`config.mk`:
```
export PLATFORM = sky130hd
export DESIGN_NAME = mem_arbiter_flat
export DESIGN_NICKNAME = d
export VERILOG_FILES = /design/src/rtl/mem_arbiter_if.sv /design/src/rtl/mem_arbiter.sv /design/src/flat_wrapper.sv
export SDC_FILE = /design/constraint.sdc
export NUM_CORES = 1
export LEC_CHECK = 0
export ABC_AREA = 1
export CAP_MARGIN = 0
export CELL_PAD_IN_SITES_DETAIL_PLACEMENT = 1
export CELL_PAD_IN_SITES_GLOBAL_PLACEMENT = 1
export CORE_MARGIN = 2
export CORE_UTILIZATION = 40
export CTS_CLUSTER_DIAMETER = 50
export DETAILED_ROUTE_END_ITERATION = 10
export DONT_BUFFER_PORTS = 1
export PLACE_DENSITY = 0.9
export SLEW_MARGIN = 20
export SYNTH_ARGS = -nofsm -noshare
export SYNTH_HDL_FRONTEND = slang
export SYNTH_SLANG_ARGS = --single-unit
```
`constraint.sdc`:
```
create_clock -name clk -period 1.8 [get_ports clk]
set_input_delay 0.18 -clock clk [delete_from_list [all_inputs] [get_ports clk]]
set_output_delay 0.18 -clock clk [all_outputs]
set_load 0.01 [all_outputs]
```
`src/rtl/mem_arbiter_if.sv`:
```
// mem_arbiter_if: request, memory and cache-fill signal bundle for mem_arbiter.
//   master : arbiter side (takes cache requests and memory returns, drives memory
//            commands, fill writes, completion pulses and stall)
//   slave  : environment side (caches, pipeline and memory)
interface mem_arbiter_if;
    // Cache requests
    logic        i_req;
    logic [15:0] i_addr;
    logic        d_rd_req;
    logic        d_wr_req;
    logic [15:0] d_addr;
    logic [15:0] d_wdata;
    // Memory command and return
    logic        mem_en;
    logic        mem_wr;
    logic [15:0] mem_addr;
    logic [15:0] mem_wdata;
    logic [15:0] mem_rdata;
    logic        mem_vld;
    // Cache fill and completion
    logic [15:0] fill_data;
    logic [15:0] fill_addr;
    logic        i_fill_we;
    logic        d_fill_we;
    logic        i_done;
    logic        d_done;
    logic        d_wr_ack;
    logic        stall;

    modport master (
        input  i_req, i_addr, d_rd_req, d_wr_req, d_addr, d_wdata, mem_rdata, mem_vld,
        output mem_en, mem_wr, mem_addr, mem_wdata, fill_data, fill_addr,
               i_fill_we, d_fill_we, i_done, d_done, d_wr_ack, stall
    );

    modport slave (
        output i_req, i_addr, d_rd_req, d_wr_req, d_addr, d_wdata, mem_rdata, mem_vld,
        input  mem_en, mem_wr, mem_addr, mem_wdata, fill_data, fill_addr,
               i_fill_we, d_fill_we, i_done, d_done, d_wr_ack, stall
    );
endinterface

```
`src/rtl/mem_arbiter.sv`:
```
// mem_arbiter: shares one pipelined fixed-latency memory port between an I-cache
// (block fills) and a D-cache (block fills and single-word write-throughs).
// Ports:
//   clk   - system clock, all state on rising edge
//   rst_n - asynchronous active-low reset
//   bus   - mem_arbiter_if.master: requests, memory command/return, fill strobes,
//           done/ack pulses and pipeline stall
// Parameter WORDS: words per block (power of two, 2..8); block spans 2*WORDS bytes.
// Build option: define ARB_RR_FILL_EN to alternate simultaneous fill requests with a
// round-robin pointer; otherwise I-cache fills always beat D-cache fills.
// Write-throughs always take priority over fills.
module mem_arbiter #(
    parameter int unsigned WORDS = 8
) (
    input logic          clk,
    input logic          rst_n,
    mem_arbiter_if.master bus
);
    localparam int unsigned CntW     = $clog2(WORDS) + 1;
    localparam logic [15:0] BaseMask = ~(16'(2 * WORDS) - 16'd1);

    typedef enum logic [1:0] {StIdle, StWrite, StFillI, StFillD} state_e;

    state_e            state_q, state_d;
    logic [CntW-1:0]   issue_cnt_q, issue_cnt_d;
    logic [CntW-1:0]   ret_cnt_q, ret_cnt_d;
    logic [15:0]       base_q, base_d;
    logic              grant_i, grant_d;
    logic              last_ret;
    logic              stall;

`ifdef ARB_RR_FILL_EN
    logic rr_q, rr_d;  // 0: I-cache preferred on the next contended fill

    assign grant_i = bus.i_req & (~bus.d_rd_req | ~rr_q);
    assign grant_d = bus.d_rd_req & ~grant_i;

    // Only contended fill grants move the pointer, so a lone requester cannot steal a turn.
    always_comb begin
        rr_d = rr_q;
        if (state_q == StIdle && !bus.d_wr_req && bus.i_req && bus.d_rd_req) begin
            rr_d = ~rr_q;
        end
    end

    always_ff @(posedge clk or negedge rst_n) begin
        if (!rst_n) begin
            rr_q <= 1'b0;
        end else begin
            rr_q <= rr_d;
        end
    end
`else
    assign grant_i = bus.i_req;
    assign grant_d = bus.d_rd_req & ~bus.i_req;
`endif

    assign last_ret = bus.mem_vld && (ret_cnt_q == CntW'(WORDS - 1));

    always_comb begin
        state_d       = state_q;
        issue_cnt_d   = issue_cnt_q;
        ret_cnt_d     = ret_cnt_q;
        base_d        = base_q;
        bus.mem_en    = 1'b0;
        bus.mem_wr    = 1'b0;
        bus.mem_addr  = 16'h0000;
        bus.mem_wdata = 16'h0000;
        bus.fill_data = 16'h0000;
        bus.fill_addr = 16'h0000;
        bus.i_fill_we = 1'b0;
        bus.d_fill_we = 1'b0;
        bus.i_done    = 1'b0;
        bus.d_done    = 1'b0;
        bus.d_wr_ack  = 1'b0;
        stall         = 1'b1;

        unique case (state_q)
            StIdle: begin
                stall = bus.i_req | bus.d_rd_req | bus.d_wr_req;
                if (bus.d_wr_req) begin
                    state_d = StWrite;
                end else if (grant_i) begin
                    state_d = StFillI;
                    base_d  = bus.i_addr & BaseMask;
                end else if (grant_d) begin
                    state_d = StFillD;
                    base_d  = bus.d_addr & BaseMask;
                end
            end
            StWrite: begin
                bus.mem_en    = 1'b1;
                bus.mem_wr    = 1'b1;
                bus.mem_addr  = bus.d_addr;
                bus.mem_wdata = bus.d_wdata;
                bus.d_wr_ack  = 1'b1;
                stall         = bus.i_req | bus.d_rd_req;
                state_d       = StIdle;
            end
            StFillI, StFillD: begin
                // Reads are issued back to back; returns are counted independently.
                if (issue_cnt_q < CntW'(WORDS)) begin
                    bus.mem_en   = 1'b1;
                    bus.mem_addr = base_q + (16'(issue_cnt_q) << 1);
                    issue_cnt_d  = issue_cnt_q + CntW'(1);
                end
                if (bus.mem_vld) begin
                    bus.fill_data = bus.mem_rdata;
                    bus.fill_addr = base_q + (16'(ret_cnt_q) << 1);
                    bus.i_fill_we = (state_q == StFillI);
                    bus.d_fill_we = (state_q == StFillD);
                    ret_cnt_d     = ret_cnt_q + CntW'(1);
                end
                if (last_ret) begin
                    bus.i_done  = (state_q == StFillI);
                    bus.d_done  = (state_q == StFillD);
                    state_d     = StIdle;
                    issue_cnt_d = '0;
                    ret_cnt_d   = '0;
                    // The finishing requester is not counted as pending.
                    stall = (state_q == StFillI) ? (bus.d_rd_req | bus.d_wr_req)
                                                 : (bus.i_req | bus.d_wr_req);
                end
            end
            default: begin
                state_d = StIdle;
            end
        endcase
    end

    // Reset must silence stall even while requests are held.
    assign bus.stall = rst_n & stall;

    always_ff @(posedge clk or negedge rst_n) begin
        if (!rst_n) begin
            state_q     <= StIdle;
            issue_cnt_q <= '0;
            ret_cnt_q   <= '0;
            base_q      <= 16'h0000;
        end else begin
            state_q     <= state_d;
            issue_cnt_q <= issue_cnt_d;
            ret_cnt_q   <= ret_cnt_d;
            base_q      <= base_d;
        end
    end
endmodule
```
`src/flat_wrapper.sv`:
```
// flat-port wrapper written by rule: the top's interface ports become plain ports
module mem_arbiter_flat 
#(
    parameter int unsigned WORDS = 8
)
  (clk, rst_n, bus_i_req, bus_i_addr, bus_d_rd_req, bus_d_wr_req, bus_d_addr, bus_d_wdata, bus_mem_rdata, bus_mem_vld, bus_mem_en, bus_mem_wr, bus_mem_addr, bus_mem_wdata, bus_fill_data, bus_fill_addr, bus_i_fill_we, bus_d_fill_we, bus_i_done, bus_d_done, bus_d_wr_ack, bus_stall);
  mem_arbiter_if bus_i ();
  input logic clk;
  input logic rst_n;
  input wire logic [$bits(bus_i.i_req)-1:0] bus_i_req;
  input wire logic [$bits(bus_i.i_addr)-1:0] bus_i_addr;
  input wire logic [$bits(bus_i.d_rd_req)-1:0] bus_d_rd_req;
  input wire logic [$bits(bus_i.d_wr_req)-1:0] bus_d_wr_req;
  input wire logic [$bits(bus_i.d_addr)-1:0] bus_d_addr;
  input wire logic [$bits(bus_i.d_wdata)-1:0] bus_d_wdata;
  input wire logic [$bits(bus_i.mem_rdata)-1:0] bus_mem_rdata;
  input wire logic [$bits(bus_i.mem_vld)-1:0] bus_mem_vld;
  output wire logic [$bits(bus_i.mem_en)-1:0] bus_mem_en;
  output wire logic [$bits(bus_i.mem_wr)-1:0] bus_mem_wr;
  output wire logic [$bits(bus_i.mem_addr)-1:0] bus_mem_addr;
  output wire logic [$bits(bus_i.mem_wdata)-1:0] bus_mem_wdata;
  output wire logic [$bits(bus_i.fill_data)-1:0] bus_fill_data;
  output wire logic [$bits(bus_i.fill_addr)-1:0] bus_fill_addr;
  output wire logic [$bits(bus_i.i_fill_we)-1:0] bus_i_fill_we;
  output wire logic [$bits(bus_i.d_fill_we)-1:0] bus_d_fill_we;
  output wire logic [$bits(bus_i.i_done)-1:0] bus_i_done;
  output wire logic [$bits(bus_i.d_done)-1:0] bus_d_done;
  output wire logic [$bits(bus_i.d_wr_ack)-1:0] bus_d_wr_ack;
  output wire logic [$bits(bus_i.stall)-1:0] bus_stall;
  assign bus_i.i_req = bus_i_req;
  assign bus_i.i_addr = bus_i_addr;
  assign bus_i.d_rd_req = bus_d_rd_req;
  assign bus_i.d_wr_req = bus_d_wr_req;
  assign bus_i.d_addr = bus_d_addr;
  assign bus_i.d_wdata = bus_d_wdata;
  assign bus_i.mem_rdata = bus_mem_rdata;
  assign bus_i.mem_vld = bus_mem_vld;
  assign bus_mem_en = bus_i.mem_en;
  assign bus_mem_wr = bus_i.mem_wr;
  assign bus_mem_addr = bus_i.mem_addr;
  assign bus_mem_wdata = bus_i.mem_wdata;
  assign bus_fill_data = bus_i.fill_data;
  assign bus_fill_addr = bus_i.fill_addr;
  assign bus_i_fill_we = bus_i.i_fill_we;
  assign bus_d_fill_we = bus_i.d_fill_we;
  assign bus_i_done = bus_i.i_done;
  assign bus_d_done = bus_i.d_done;
  assign bus_d_wr_ack = bus_i.d_wr_ack;
  assign bus_stall = bus_i.stall;
  mem_arbiter #(.WORDS(WORDS)) u_core (.clk(clk), .rst_n(rst_n), .bus(bus_i));
endmodule
```
* Word-level counts from Yosys, hierarchy flattened *
Cells that the tools add are included.

word-level totals
  register bits = 26
  bits in latches = 0
  memory bits (writable) = 0
  bits in read-only memories = 0
  memories = 0

operators by class
  add/subtract/negate cells = 4
  $mul = 0
  div/mod/pow operators = 0
  $lt $le $gt $ge = 1
  equal/unequal tests = 6
  shifts and indexed selects = 0
  mux-type cells = 32
  bitwise logic cells = 8
  reductions and logical operators = 10

operators with widths
  cell                                                 count
  2-to-1 mux 16 bit                                    8
  adder 16 x 5 -> 16 bit                               2
  case mux 16 bit (2 select lines)                     1
  2-to-1 mux 4 bit                                     4
  2-to-1 mux 1 bit                                     12
  adder 4 x 1 -> 4 bit, second input constant          2
  2-to-1 mux 2 bit                                     4
  case mux 2 bit (3 select lines)                      1
  AND reduction 2 bit                                  3
  nonzero test 2 bit                                   3
  equality test 2 bit, second input constant           2
  equality test 4 x 3 -> 1 bit, second input constant  1
  < comparator 4 bit, second input constant            1
  != test 4 x 3 -> 1 bit, second input constant        1
  OR 1 bit                                             4
  case mux 1 bit (3 select lines)                      1
  AND reduction 3 bit                                  1
  AND 1 bit                                            2
  equality test 2 x 1 -> 1 bit, second input constant  1
  logical NOT 2 bit                                    1
  != test 2 x 1 -> 1 bit, second input constant        1
  NOT 1 bit                                            2
  case mux 1 bit (2 select lines)                      1
  OR reduction 2 bit                                   1
  logical AND 1 bit                                    1

* Logic depth before layout (Yosys ltp) *
  depth in word-level cells = 6
  gate-level depth with buffers = 8
  mapped depth without buffers = 8

* Worst setup path after synthesis *
OpenSTA, ideal clock, no wires.

  path type = register to output
  start = reg u_core.ret_cnt_q[3]
  end = out bus_fill_addr[10]
  arrival time = 1302 ps
  path slack = 318 ps
  cell stages (with the launch flop) = 7
  cell sequence = dfrtp_1 ha_1 ha_1 nand3_1 nor2_2 o21ai_1 a21oi_1

on the way
  word-level cells in the longest chain between the ends = 3

ends and longest elaborated chain
  what                    RTL line            text
  from (decl)             mem_arbiter.sv:26   logic [CntW-1:0] ret_cnt_q, ret_cnt_d;
  from (signal assigned)  mem_arbiter.sv:143  ret_cnt_q <= ret_cnt_d;
  adder 16 x 5 -> 16 bit  mem_arbiter.sv:109  bus.fill_addr = base_q + (16'(ret_cnt_q) << 1);
  2-to-1 mux 16 bit       mem_arbiter.sv:107  if (bus.mem_vld) begin
  2-to-1 mux 16 bit       mem_arbiter.sv:78   unique case (state_q)
  to (decl)               flat_wrapper.sv:23  output wire logic [$bits(bus_i.fill_addr)-1:0] bus_fill_addr;

No other way between the ends.

* Worst setup path in the final report *
  start = reg u_core.ret_cnt_q[3]
  end = out bus_fill_addr[12]

Same word-level chain as after synthesis.

==> flow_summary.toml <==
[status]
status = "finished clean"

[sta]
period_share = 0.981
finClkSkew_ps = 6.50
fmaxAchievable_mhz = 567
period_needed_ps = 1760
slew-limit-headroom = 0.642
setup_viol = 0
setup_tns_ps = 0
worst_pin_slew_ps = 537
rsz0062_at_grt = "yes"
hold_violations = 0
slew_violations = 0

[worst_setup_path]
cp-end-kind = "output port"
worstSetupPathType = "reg -> out"
rr_worst_depth = 6
worst-path-max-fanout = 5
worstReg2RegStart = "u_core.state_q[1]"
r2r_end = "u_core.base_q[8]"
regToRegSetupSlack_ps = 260
worstPathArrival_ps = 1580
cp-start-kind = "flip-flop"
worstPathRequired_ps = 1620

[cts]
cts_buffers = 3
htreeDepth = 1
clk_pin_slew_worst_paths_ps = 90
cts_tree = "built"
clock-root-buffer = "clkbuf_8"
clockBufferDepth = 2
clk_latency_ps = 260
clock-sinks = 22

[die]
fp.dieH_um = 76.4
die_area_um2 = 5830
initial_utilization = 0.413
fp.coreArea_um2 = 5070
pin_count = 142
num_rows = 26
die_x_um = 76.4

[layout]
finalNonFillerCells = 405
diodes = 0
fillers = 702
fin_nets = 411
areaGrowthSynthToFinish_pct = 10.9
drive_gt1_frac = 0.185

[place]
numPortBuffers = 0
gp_congestion = 0.862
dp.cells = 395
place_hpwl_um = 4760

[global_routing]
grt_pass1_vias = 2077
grt-ovfl-total = 0
grt.total_usage = 0.203
grt_pass1_wl_um = 9800
grt_max_degree = 31
antenna_found_initial = 0

[power_and_ir_drop]
power.density_nw_per_um2 = 1410
p_total_uw = 3270
ir_worst_vdd_mv = 0.587
leakagePower_uw = 0.00120

[synthesis]
synth_edf_count = 0
synth.yosys.warnings = 0
avgSynthCellArea_um2 = 6.29
synth_seq_cells = 22
ys_seq_area_frac = 0.263
async_flop_share = 1.00
netlist_instances = 333
synth_flop_cell = "dfrtp_1"
yosysUniqueCellTypes = 30
syn_nets = 407
synthesis.area_um2 = 2100

[hold_path]
hold_depth = 3
min_from = "bus_i_req"
hold_end = "u_core.state_q[0]"
min_path_type = "in -> reg"

[detailed_routing]
antenna_left = 0
viasPerCell = 5.06
dr.pass1.iters = 4
totalWireLength_um = 6010
drtIter0Drc = 47
remaining_drc_errors = 0
post_drt_wl_per_cell_um = 14.8
num_vias = 2048

[run]
maxCapViolCount = 0
==> stage by stage <==
step           cell area [µm²]  setup slack [ps]  hold slack, ps  utilization
2_1_floorplan             2100               318            -116            -
3_3_place_gp              2120               135            -115        0.417
3_5_place_dp              2120              87.9            -115        0.417
4_1_cts                   2220              5.65             121        0.438
5_1_grt                   2320             -28.8             143        0.458
6_report                  2320              35.0             125        0.458
==> cell families after synthesis <==
group                      count (synthesis)  share of synthesized area
and+or+nand+nor                          155                      0.326
buffers and inverters                     91                      0.195
AOI/OAI and AO/OA                         58                      0.183
DFF                                       22                      0.263
adders and majority gates                  4                     0.0239
xor gates and xnor gates                   2                    0.00836
other                                      1                    0.00179
==> layout make-up <==
| class | instances | area, µm² | share of cell area |
|---|---|---|---|
| Multi-Input combinational cell | 220 | 1230 | 0.531 |
| Sequential cell | 22 | 556 | 0.239 |
| Inverter | 76 | 289 | 0.124 |
| Timing Repair Buffer | 14 | 118 | 0.0506 |
| Tap cell | 70 | 87.6 | 0.0377 |
| Clock buffer | 3 | 41.3 | 0.0178 |
==> critical path, stage by stage (launching register included) <==
cell and delay [ps]:
dfrtp_1 430, ha_4 190, ha_4 170, nand3_4 100, nor2_4 50, buf_12 130, nand3_2 50, nand2_2 50
nor2_2 160
==> layout by cell type (no fill, tap or decap), types with 8 or more instances in the layout <==
cell type,n
dfrtp_1,18
buf_4,11
inv_1,73
o22ai_2,10
o21ai_0,34
nor2_1,52
nor2_4,8
nand3_1,11
nand2_1,65
==> worst max path at each step <==
stage,slack (ps),cells past startpoint,to,from
after detailed placement,90,7,bus_fill_addr[10],u_core.ret_cnt_q[3]
after floorplan,320,6,bus_fill_addr[10],u_core.ret_cnt_q[3]
after global placement,130,7,bus_fill_addr[10],u_core.ret_cnt_q[3]
final,40,8,bus_fill_addr[12],u_core.ret_cnt_q[3]
after global routing,-30,8,bus_fill_addr[12],u_core.ret_cnt_q[3]
after CTS,6,5,bus_fill_addr[8],u_core.state_q[1]
==> routing by layer <==
layer	GRT usage	vias up	routed length, µm
met3	0.0462	4	316
li1	-	1020	-
met4	0.0273	0	42
met5	0	-	0
met2	0.386	71	3120
met1	0.237	953	2530
==> Yosys cell counts (3+ instances only) <==
cell | instances | area (µm²)
nor3_1 | 3 | 15.0
nand3_1 | 14 | 70.1
o22ai_2 | 10 | 125
nor2_1 | 57 | 214
nand2_1 | 67 | 251
buf_4 | 3 | 22.5
a21oi_1 | 7 | 35.0
nor2_2 | 3 | 18.8
inv_1 | 73 | 274
ha_1 | 4 | 50.1
dfrtp_1 | 22 | 551
nor2_4 | 5 | 56.3
buf_6 | 6 | 67.6
o21ai_0 | 34 | 170
buf_2 | 6 | 30.0
==> report_power, final <==
part	leakage (µW)	internal (µW)	switching (µW)
Combinational	0.000912	624	1270
Clock	0.0000216	150	166
Sequential	0.000263	741	328
Total	0.00120	1510	1760
==> flip-flops by register name, indices dropped and copies added (netlist names) <==
signal              flops
u_core.state_q          2
u_core.ret_cnt_q        4
u_core.base_q          12
u_core.issue_cnt_q      4
==> repair_timing <==
| action | 4_1_cts | 5_1_grt |
|---|---|---|
| resized for setup | 7 | 20 |
| endpoints found under the hold margin | 22 | 22 |
| hold buffers | 1 | 1 |
| pin swaps | 2 | 5 |
| setup endpoints to repair | 5 | 36 |
| buffers inserted | 2 | 3 |
Power figures use the tool's default switching activity.
